**src/rtl/race_sequencer.sv**
```systemverilog
// Race flow sequencer: idle/setting/countdown/racing/pause/finish,
// physics tick strobe, lap counting, winner decision and race timer.
// Ports: clk, rst (sync, active-high); start, pause_btn, lap_p1, lap_p2
// pulses in; state, count_val, tick, laps_p1/p2, winner, race_time out.
// Optional feature macro: RACE_TIMER_EN (race_time tick counter).
module race_sequencer #(
  parameter int SEC_CYCLES = 25000000,
  parameter int TICK_DIV   = 416667,
  parameter int LAPS       = 3
) (
  input  logic        clk,
  input  logic        rst,
  input  logic        start,
  input  logic        pause_btn,
  input  logic        lap_p1,
  input  logic        lap_p2,
  output logic [2:0]  state,
  output logic [1:0]  count_val,
  output logic        tick,
  output logic [2:0]  laps_p1,
  output logic [2:0]  laps_p2,
  output logic [1:0]  winner,
  output logic [15:0] race_time
);

  typedef enum logic [2:0] {
    IDLE      = 3'd0,
    SETTING   = 3'd1,
    COUNTDOWN = 3'd3,
    RACING    = 3'd4,
    PAUSE     = 3'd5,
    FINISH    = 3'd6
  } st_t;

  localparam int SW = (SEC_CYCLES > 2) ? $clog2(SEC_CYCLES) : 1;
  localparam int DW = (TICK_DIV > 2) ? $clog2(TICK_DIV) : 1;

  localparam logic [SW-1:0] SEC_LAST = SW'(SEC_CYCLES - 1);
  localparam logic [DW-1:0] DIV_LAST = DW'(TICK_DIV - 1);
  localparam logic [2:0]    LAP_LAST = 3'(LAPS - 1);
  localparam logic [2:0]    LAP_MAX  = 3'(LAPS);

  st_t           st;
  logic [SW-1:0] sec_cnt;
  logic [DW-1:0] div_cnt;
  logic          div_wrap;
  logic          win1;
  logic          win2;

  assign state    = st;
  assign div_wrap = (div_cnt == DIV_LAST);
  assign win1     = lap_p1 && (laps_p1 == LAP_LAST);
  assign win2     = lap_p2 && (laps_p2 == LAP_LAST);

  always_ff @(posedge clk) begin
    if (rst) begin
      st        <= IDLE;
      count_val <= 2'd0;
      tick      <= 1'b0;
      laps_p1   <= 3'd0;
      laps_p2   <= 3'd0;
      winner    <= 2'd0;
      sec_cnt   <= '0;
      div_cnt   <= '0;
    end else begin
      tick <= 1'b0;
      unique case (st)
        IDLE: begin
          if (start) st <= SETTING;
        end
        SETTING: begin
          if (start) begin
            st        <= COUNTDOWN;
            count_val <= 2'd3;
            sec_cnt   <= '0;
          end
        end
        COUNTDOWN: begin
          if (sec_cnt == SEC_LAST) begin
            sec_cnt   <= '0;
            count_val <= count_val - 2'd1;
            if (count_val == 2'd1) st <= RACING;
          end else begin
            sec_cnt <= sec_cnt + SW'(1);
          end
        end
        RACING: begin
          if (div_wrap) begin
            div_cnt <= '0;
            tick    <= 1'b1;
          end else begin
            div_cnt <= div_cnt + DW'(1);
          end
          if (lap_p1 && laps_p1 != LAP_MAX) laps_p1 <= laps_p1 + 3'd1;
          if (lap_p2 && laps_p2 != LAP_MAX) laps_p2 <= laps_p2 + 3'd1;
          // A deciding lap beats a same-cycle pause request.
          if (win1 || win2) begin
            st     <= FINISH;
            winner <= {win2, win1};
          end else if (pause_btn) begin
            st <= PAUSE;
          end
        end
        PAUSE: begin
          // div_cnt is held so the tick phase survives the pause.
          if (pause_btn) st <= RACING;
        end
        FINISH: begin
          if (start) begin
            st      <= IDLE;
            laps_p1 <= 3'd0;
            laps_p2 <= 3'd0;
            winner  <= 2'd0;
            sec_cnt <= '0;
            div_cnt <= '0;
          end
        end
        default: st <= IDLE;
      endcase
    end
  end

`ifdef RACE_TIMER_EN
  always_ff @(posedge clk) begin
    if (rst) begin
      race_time <= 16'd0;
    end else if (st == FINISH && start) begin
      race_time <= 16'd0;
    end else if (st == RACING && div_wrap &&
                 race_time != 16'hFFFF) begin
      race_time <= race_time + 16'd1;
    end
  end
`else
  assign race_time = 16'd0;
`endif

endmodule

```
**config.mk**
```make
export PLATFORM = sky130hd
export DESIGN_NAME = race_sequencer
export DESIGN_NICKNAME = d
export VERILOG_FILES = /design/src/rtl/race_sequencer.sv
export SDC_FILE = /design/constraint.sdc
export NUM_CORES = 1
export LEC_CHECK = 0
export ABC_CLOCK_PERIOD_IN_PS = 2510
export BUFFER_PORTS_ARGS = -buffer_cell sky130_fd_sc_hd__buf_2
export CORE_MARGIN = 3
export CORE_UTILIZATION = 45
export DETAILED_ROUTE_END_ITERATION = 10
export PLACE_DENSITY = 0.73
export SLEW_MARGIN = 20
export SYNTH_ARGS = -nofsm -noshare
export SYNTH_HDL_FRONTEND = slang
export SYNTH_SLANG_ARGS = --single-unit
```
**constraint.sdc**
```tcl
create_clock -name clk -period 2.51 [get_ports clk]
set_input_delay 0.753 -clock clk [delete_from_list [all_inputs] [get_ports clk]]
set_output_delay 0.753 -clock clk [all_outputs]
set_load 0.02 [all_outputs]
```
* Yosys cells after proc, flatten, opt, wreduce, memory -nomap -nowiden
Cells that the tools add are included.
** Storage, ports and cells
- Memories kept :: 0
- Register bits :: 58
- Input bits :: 6
- Logic and storage cells :: 81
- Bits in writable memories :: 0
- Latch bits :: 0
- Bits in read-only memories :: 0
** Cells by class
- Bitwise logic cells :: 1
- Multipliers :: 0
- Divide/modulo/power cells :: 0
- Magnitude comparators :: 0
- Multiplexer cells :: 26
- Eq/ne operators :: 23
- Add/subtract/negate cells :: 5
- Reductions and logical operators :: 18
- Shift operators :: 0
** Operators with widths (number)
- $mux 25 :: 2
- $pmux 25 s2 :: 1
- $mux 19 :: 2
- $pmux 19 s2 :: 1
- $mux 3 :: 10
- $add 25x1->25 const B :: 1
- $eq 25x25->1 const B :: 1
- $add 19x1->19 const B :: 1
- $eq 19x19->1 const B :: 1
- $ne 2x2->1 const B :: 9
- $pmux 3 s6 :: 1
- $pmux 3 s2 :: 2
- $reduce_and 3->1 :: 4
- $eq 3x2->1 const B :: 3
- $eq 3x3->1 const B :: 3
- $mux 2 :: 4
- $pmux 2 s2 :: 2
- $reduce_and 7->1 :: 1
- $add 3x1->3 const B :: 2
- $ne 3x2->1 const B :: 2
- $reduce_bool 2->1 :: 3
- $logic_and 1x1->1 :: 4
- $reduce_and 2->1 :: 2
- $reduce_or 2->1 :: 2
- other kinds (9) :: 9

* Longest topological paths before layout
- Word-level depth :: 5
- Mapped depth :: 8

* Worst setup path before layout
Ideal clock, no wire load.
- Path type :: reg2reg
- From :: register sec_cnt[0]
- To :: register sec_cnt[22]
- Cell stages (with the launch flop) :: 7
- Library setup time :: 0.074 ns
- Slack :: 0.091 ns
- Data required time :: 2.436 ns
- Arrival time :: 2.345 ns
- Cells stage by stage :: dfxtp_1 > ha_1 > nand3_2 > or4_4 > or4_4 > or4_1 > a31oi_1
** Between the ends
- Longest elaborated chain between the ends :: 3
- Elaborated cells on any way between the ends :: 4
** RTL lines
- start: declaration :: RTL line 44 : logic [SW-1:0] sec_cnt;
- start signal: assignment :: RTL line 84 : sec_cnt <= sec_cnt + SW'(1);
- $add 25x1->25 / $eq 25x25->1 (equally long branches) :: RTL line 84, 79
- $mux 25 * :: RTL line 79 : if (sec_cnt == SEC_LAST) begin
- $pmux 25 s2 * :: RTL line 67 : unique case (st)
Mark *: on every way between the ends. The rest lies on a longest branch, timed or not.
A chain may end at the register's enable or synchronous reset.

* Worst setup path after layout
- From :: register sec_cnt[1]
- To :: register sec_cnt[22]
The elaborated chain is that of the path after synthesis.

==> metrics.csv <==
metric,value,unit
clock root buffer,clkbuf_8,
grt peak-use layer,met2,
internal power,0.001396,W
post-synthesis register bit count,58,
Mean Syn Cell Area,7.822,sq um
Worst Tran Pin Value,0.5280,ns
critical path data required time,2.78,ns
max_cap viols,0,
Final HPWL DP,5484,um
clk slew on worst S/H paths,0.07,ns
mapped cell area,3418,sq um
final-layout fill cell count,724,
Setup-failing EPs final,0,
met3 Use GR,4.425,%
Placement Rows,31,
met1 usage,23.53,%
# IOs,36,
f_max,413.8,MHz
arrival time worst endpoint,2.69,ns
"Hold-fix buffers, CTS",0,
WL final,7822,um
Register Area,1162,sq um
initial DRC count,155,
die area,8678,sq um
sequential area share after synthesis,33.97,%
Clock Power Share,39.4,%
HP Class,flop to flop,
Mapped Cells,437,
placed cell areas,3637,sq um
total global-route track usage,18.86,%
CTS HTree Levels,3,
n_diodes,0,
Initial Util,46.88,%
total power,0.001995,W
Area Overhead vs Synth,11.93,%
Crit. End Element,flop,
top_reg_cell synth,dfxtp_1,
Switching Share,30.04,%
post-CTS sizing,0,
RSZ-0062 raised after global routing,false,
vias in the first global route,3042,
Final min period,2.417,ns
relative slew slack,64.53,%
setup TNS,0,ns
CTS tree,built,
VDD IR max,284.9,uV
"most common cell after layout, fill and taps aside",dfxtp_1,
warnings from Yosys,0,
initial antenna violation count,0,
IO Port Bufs,19,
Layout Skew,0.01051,ns
number of buffers created by CTS,9,
"Clk Latency, worst-skew pair",0.34,ns
Synth async-reset ratio,0,%
core area,7292,sq um
Wirelength per Cell,13.75,um
met2 Resource Use GR,30.71,%
chip width,93.16,um
Worst R2R Setup Slack,0.09,ns
largest net degree at the start of global routing,26,
number of synthesized flops with an enable pin,0,
First-pass DRT Iterations,5,
Final Cell Area,3826,sq um
vias per inst,5.691,
final hold violations,0,
Slew Limit Fails,0,
Pwr Density,521.4,nW/um^2
most frequent cells in the layout,"57 x dfxtp_1, 44 x nor2_1, 41 x nand2_1, 26 x nand3_1, 25 x a21oi_1",
Seq pwr share,47.7,%
Post CTS Setup Buffer Count,0,
Setup crit start kind,flop,
Net Sw Power,0.0005993,W
nets,481,
height of the die,93.16,um
status,"complete, no violations",
Overflow after GRT,0,
Bufs on Longest Clock Path,2,
"Period Utilization, post-route",96.29,%
via count,3238,
Antenna Violating Nets Remaining,0,
multi-input logic area,2044,sq um
global placement routability congestion,0.8540,
Yosys cell types,61,
first-pass GRT wire length,13500,um
"Max FO, Critical Path",6,
DRC violations left,0,
CP Class,flop to flop,
share of cells above drive strength 1,15.96,%
WHS,0.4932,ns
combinational share of power,12.9,%
clk sinks,58,
Leakage,1.312,nW
-- worst max-delay path: stages (launching register included) --
cell     delay [ns]
dfxtp_2        0.36
ha_2           0.20
nand3_2        0.08
or4_4          0.54
or4_4          0.58
or4_1          0.42
a31oi_1        0.17
-- final timing paths --
kind,from,end,cells past startpoint
setup / recovery,sec_cnt[1]$_SDFFE_PP0P_,sec_cnt[22]$_SDFFE_PP0P_,6
hold / removal,sec_cnt[24]$_SDFFE_PP0P_,sec_cnt[24]$_SDFFE_PP0P_,1
setup reg to reg,sec_cnt[1]$_SDFFE_PP0P_,sec_cnt[22]$_SDFFE_PP0P_,6
hold reg to reg,sec_cnt[24]$_SDFFE_PP0P_,sec_cnt[24]$_SDFFE_PP0P_,1
-- cells by family (layout without fill, tap and decap cells) --
| logic type | Yosys count | count (layout) | synth area share [%] |
|---|---|---|---|
| AOI/OAI and AO/OA | 81 | 81 | 15.41 |
| xor gates and xnor gates | 14 | 14 | 3.587 |
| adders and majority gates | 10 | 10 | 3.660 |
| buffers and inverters | 53 | 71 | 8.235 |
| DFF | 58 | 58 | 33.97 |
| muxes | 3 | 3 | 0.8785 |
| other | 1 | 16 | 0.1097 |
| and+or+nand+nor | 217 | 217 | 34.15 |
-- sequential cells by signal, indices dropped and copies added, names as in the netlist --
name and cells:
sec_cnt 25, div_cnt 19, count_val 2, winner 2, tick 1, laps_p1 3, laps_p2 3, state 3
-- cells in the mapped netlist (2+ instances only) --
cell / number / area share [%]
or4_4: 2 / 0.66
or4b_2: 2 / 0.59
xor2_1: 10 / 2.6
nand2_1: 41 / 4.5
nor3b_1: 5 / 1.1
clkbuf_1: 20 / 2.2
inv_1: 13 / 1.4
nor4_1: 11 / 2.0
a31oi_1: 13 / 2.4
nand4b_1: 2 / 0.51
nand2b_1: 4 / 0.73
buf_4: 17 / 3.7
xnor2_1: 4 / 1.0
or3_2: 2 / 0.44
dfxtp_1: 58 / 34
o2111ai_1: 2 / 0.51
nand3_1: 26 / 3.8
ha_1: 10 / 3.7
and3_1: 3 / 0.55
a22oi_1: 5 / 1.1
nor2_1: 44 / 4.8
o211ai_1: 8 / 1.8
or2_2: 2 / 0.37
or4_1: 7 / 1.5
nand3b_1: 5 / 1.1
a21oi_1: 26 / 3.8
mux2i_1: 3 / 0.88
o311ai_0: 2 / 0.51
nor3_1: 9 / 1.3
or3_1: 7 / 1.3
a21o_1: 2 / 0.44
nand4_1: 23 / 4.2
a32oi_1: 2 / 0.51
o21ai_0: 8 / 1.2
nor2b_1: 11 / 2.0
and2_1: 3 / 0.55
-- cell type report --
cell class                      count  area share (%)
Timing Repair Buffer               42           6.998
Tap cell                           99           3.237
Inverter                           13           1.275
Clock inverter                      6           1.079
Sequential cell                    58           30.38
Clock buffer                       10           3.597
Multi-Input combinational cell    341           53.43
-- stage by stage --
stage,setup slack [ns],utilization [%],cells
2_1_floorplan,0.09096,-,452
3_3_place_gp,0.1314,49.88,553
3_5_place_dp,0.07934,49.88,553
4_1_cts,0.05015,52.33,569
5_1_grt,0.04948,52.47,569
6_report,0.09318,52.47,569
-- per-layer routing --
layer,vias to the layer above,wire (um)
met3,20,415
met5,-,0
met4,0,154
met2,97,3680
li1,1622,-
met1,1499,3571
-- power by group through the flow --
stage               clock, W  combinational, W  sequential (W)
detailed placement         0          0.000251        0.000972
global placement           0          0.000249        0.000971
finish              0.000786          0.000257        0.000952
global route        0.000844          0.000282        0.000954
CTS                 0.000809          0.000253        0.000951
floorplan                  0          0.000182        0.000974
No activity file was read; power rests on OpenSTA's default activity.
